### src/rtl/gs_column_sequencer.sv
// Column sequencer for classical Gram-Schmidt: per column, issue projection, wait datapath,
// hand X-P to the normaliser over req/ack, then write the normalised q column back.
module gs_column_sequencer #(
    parameter int M        = 3,
    parameter int N        = 3,
    parameter int PROJ_LAT = 2,
    parameter int KW       = $clog2(N)
) (
    input  logic          clk,
    input  logic          rst,
    input  logic          start,
    output logic          busy,
    output logic          done,
    output logic          err,
    output logic [KW-1:0] col_idx,
    output logic [N-1:0]  q_mask,
    output logic          proj_en,
    output logic          norm_req,
    input  logic          norm_ack,
    input  logic          norm_done,
    input  logic          norm_zero,
    output logic          q_we
);

    // Row count does not affect sequencing; it only travels with the datapath interface.
    localparam int NCOL = N + 0 * M;
    localparam int CW   = $clog2(PROJ_LAT + 1);
    localparam logic [KW-1:0] LAST = KW'(NCOL - 1);

    typedef enum logic [2:0] {
        IDLE,
        ISSUE,
        WAIT_PROJ,
        NORM_REQ,
        NORM_WAIT,
        WRITE,
        DONE
    } state_t;

    state_t        state;
    logic [CW-1:0] wait_cnt;

    // Bit i set iff column i has already been orthogonalised.
    function automatic logic [N-1:0] mask_below(input logic [KW-1:0] k);
        logic [N-1:0] m;
        m = '0;
        for (int i = 0; i < N; i++) begin
            m[i] = (i < int'(k));
        end
        return m;
    endfunction

    always_ff @(posedge clk) begin
        if (rst) begin
            state    <= IDLE;
            wait_cnt <= '0;
            busy     <= 1'b0;
            done     <= 1'b0;
            err      <= 1'b0;
            col_idx  <= '0;
            q_mask   <= '0;
            proj_en  <= 1'b0;
            norm_req <= 1'b0;
            q_we     <= 1'b0;
        end else begin
            proj_en <= 1'b0;
            q_we    <= 1'b0;
            done    <= 1'b0;
            case (state)
                IDLE: begin
                    if (start) begin
                        state   <= ISSUE;
                        busy    <= 1'b1;
                        err     <= 1'b0;
                        col_idx <= '0;
                        q_mask  <= '0;
                        proj_en <= 1'b1;
                    end
                end
                ISSUE: begin
                    state    <= WAIT_PROJ;
                    wait_cnt <= CW'(PROJ_LAT);
                end
                WAIT_PROJ: begin
                    // Leave on the last of PROJ_LAT wait cycles so the result is valid in NORM_REQ.
                    wait_cnt <= wait_cnt - 1'b1;
                    if (wait_cnt <= CW'(1)) begin
                        state    <= NORM_REQ;
                        norm_req <= 1'b1;
                    end
                end
                NORM_REQ: begin
                    if (norm_ack) begin
                        state    <= NORM_WAIT;
                        norm_req <= 1'b0;
                    end
                end
                NORM_WAIT: begin
                    if (norm_done) begin
                        if (norm_zero) begin
                            // Degenerate column: abandon the run without writing it.
                            state <= DONE;
                            err   <= 1'b1;
                            busy  <= 1'b0;
                            done  <= 1'b1;
                        end else begin
                            state <= WRITE;
                            q_we  <= 1'b1;
                        end
                    end
                end
                WRITE: begin
                    if (col_idx == LAST) begin
                        state <= DONE;
                        busy  <= 1'b0;
                        done  <= 1'b1;
                    end else begin
                        state   <= ISSUE;
                        col_idx <= col_idx + 1'b1;
                        q_mask  <= mask_below(col_idx + 1'b1);
                        proj_en <= 1'b1;
                    end
                end
                DONE: begin
                    state <= IDLE;
                end
                default: begin
                    state <= IDLE;
                end
            endcase
        end
    end

endmodule

### config.mk
export PLATFORM = sky130hd
export DESIGN_NAME = gs_column_sequencer
export DESIGN_NICKNAME = d
export VERILOG_FILES = /design/src/rtl/gs_column_sequencer.sv
export SDC_FILE = /design/constraint.sdc
export NUM_CORES = 1
export LEC_CHECK = 0
export ABC_AREA = 1
export CAP_MARGIN = 20
export CORE_MARGIN = 5
export CORE_UTILIZATION = 51
export CTS_CLUSTER_DIAMETER = 150
export DETAILED_ROUTE_END_ITERATION = 8
export GPL_TIMING_DRIVEN = 0
export PLACE_DENSITY = 0.89
export SLEW_MARGIN = 30
export SYNTH_ARGS = -nofsm -noshare
export SYNTH_HDL_FRONTEND = slang
export SYNTH_SLANG_ARGS = --single-unit
### constraint.sdc
create_clock -name clk -period 2.3 [get_ports clk]
set_input_delay 0.46 -clock clk [delete_from_list [all_inputs] [get_ports clk]]
set_output_delay 0.46 -clock clk [all_outputs]
set_load 0.03 [all_outputs]
==> out/qor.csv <==
metric,value,unit
Avg WL per Cell,11.07,microns
Post-synth ARST share,0,%
Critical Path Fanout Max,6,
WL met3,77,microns
R2R depth,8,
PD cells,842.6,nW/um^2
maximum clock frequency,0.5094,GHz
Mean Syn Cell Area,7.233,sq um
largest net degree at the start of global routing,11,
Worst Path Buf+Inv,2,
Worst path max stage delay,0.66,ns
Core Area,1454,sq um
post-DP HPWL,1242,microns
Leakage,0.0004104,uW
Total Neg Setup Slack,0,ns
Clock Skews,0.003172,ns
share of post-route cells with drive strength above 1,8.000,%
CTS tree,done,
cell row count,14,
buffers added on ports,16,
hold endpoint,busy$_SDFFE_PP0P_,
Crit Path Class,register to output port,
Post-Syn Area,759.5,sq um
Setup crit end kind,output port,
fin crit period,1.963,ns
synth warn,0,
fill cell count,133,
maxcap violations,0,
Routed Antenna Nets,0,
clk slew on worst S/H paths,0.08,ns
H-tree depth,1,
largest registers,"q_mask (3), state (3), wait_cnt (2)",
Die Y,48.59,microns
share of the clock period used by the worst path,85.36,%
Tot Pwr,813.9,uW
Sink Count,15,
FF/Latch Area,300.3,sq um
worst r2r src,col_idx[0]$_SDFFE_PP0P_,
Worst setup SP type,register,
#FFs+latches synth,15,
"EDFF count, synth",0,
die area,2361,sq um
uppermost routed layer,met4,
Hold Path Class,register to register,
vias in the first global route,715,
Synth cell types,19,
clk buf depth,2,
Worst-Skew Late Latency,0.28,ns
routability cong.,0.9092,
"Net count, final",136,
"commonest non-fill, non-tap cell in the layout",nand2_1,
Gate Count Post-Synth,105,
final setup violation count,0,
drt initial violations,15,
Synth Flop Type,dfxtp_1,
maximum vdd drop,0.6452,mV
Ports,17,
Critical Path RT,1.84,ns
via density per instance,5.064,
Die X,48.59,microns
initial core utilization,52.24,%
Slew headroom,72.09,%
DR vias,714,
Overflow after GRT,0,
Total Wirelength,1561,microns
final max-slew violation count,0,
TritonCTS Buffers,3,
CP startpoint,q_mask[1]$_SDFFE_PP0P_,
Root Driver,clkbuf_4,
HP Start,busy$_SDFFE_PP0P_,
initial antenna violation count,0,
setup bufs post-CTS,0,
slew of the pin with the lowest slew margin,0.4187,ns
worst hold stages,2,
"critical path, cell by cell","buf_4, clkdlybuf4s50_1",
Post-Route Utilization,66.44,%
Area Overhead vs Synth,27.18,%
"commonest non-fill, non-tap cells in the layout","19 x nand2_1, 17 x inv_1, 16 x clkdlybuf4s50_1",
flop2flop setup slack,0.94,ns
TritonRoute pass-1 iters,4,
outcome,"finished, final reports clean",
critical path's top delay family,buffers and inverters,
CP Data Arrival Time,1.50,ns
Hold Fails Final Rpt,0,
Post-CTS Resized,0,
sequential fraction of the synthesis area,39.54,%
diode count,0,
hold buffers post-CTS,0,
first-pass GRT wire length,2808,microns
gr usage total,14.52,%
worst r2r dst,q_mask[0]$_SDFFE_PP0P_,
post-synth net total,115,
Crit-path slowest cell,clkdlybuf4s50_1,
Post-Route M1 WL,739,microns
RSZ-0062 raised after global routing,false,
area occupied by multi-input gates,372.9,sq um
metal2 WL,711,microns
DRC viols,0,
through the flow:
| step | hold slack, ns | cells | instance area (sq um) | setup slack [ns] |
|---|---|---|---|---|
| floorplan | 0.4283 | 105 | 759.5 | 0.8932 |
| global placement | 0.4414 | 137 | 939.7 | 0.6485 |
| detailed placement | 0.4602 | 137 | 939.7 | 0.6319 |
| CTS | 0.4747 | 141 | 965.9 | 0.3151 |
| global route | 0.5022 | 141 | 965.9 | 0.2445 |
| finish | 0.4765 | 141 | 965.9 | 0.3368 |
layout make-up:
type,count,area share [%]
multi-input combinational,70,38.60
sequential,15,31.09
timing repair buffer,16,16.58
inverter,17,6.606
clock buffer,4,2.720
buffer,3,2.332
tap,16,2.073
worst reg2reg max path: stages (launching register included):
cell and delay, ns:
dfxtp_1 0.39, inv_1 0.10, ha_1 0.22, inv_1 0.07, nand2_1 0.08, nand2_2 0.13
o21ai_0 0.10, o21ai_0 0.09, nor2_1 0.06
synth_stat cells, types with 2 or more instances:
cell      number  area share (%)
dfxtp_1       15              40
o21ai_0       11             7.2
nand3_1        7             4.6
a21oi_1       12             7.9
ha_1           4             6.6
nor2_1         7             3.5
nor2_4         2             3.0
nand3b_1       2             2.0
nand2_1       19             9.4
inv_1         17             8.4
worst max path at each step:
| stage | endpoint | cells past startpoint |
|---|---|---|
| after floorplan | col_idx[0]$_SDFFE_PP0P_ | 8 |
| after global placement | q_mask[1] | 2 |
| after detailed placement | q_mask[1] | 2 |
| after CTS | q_mask[1] | 2 |
| after global routing | q_mask[1] | 2 |
| final | q_mask[1] | 2 |
logic make-up after synthesis:
logic type,share of synthesized area [%]
adders and majority gates,6.590
and+or+nand+nor,25.54
DFF,39.54
AOI/OAI and AO/OA,16.97
buffers and inverters,11.37
layer usage:
metal / track usage (%) / vias up
met5: 0 / -
met4: 6.726 / 0
met3: 3.681 / 5
met2: 24.13 / 14
met1: 17.26 / 315
li1: - / 380
where the power goes:
| part | internal (uW) | switching (uW) |
|---|---|---|
| sequential | 301 | 34.1 |
| clock | 67.3 | 77.2 |
| combinational | 136 | 198 |
No activity file was read; power rests on OpenSTA's default activity.
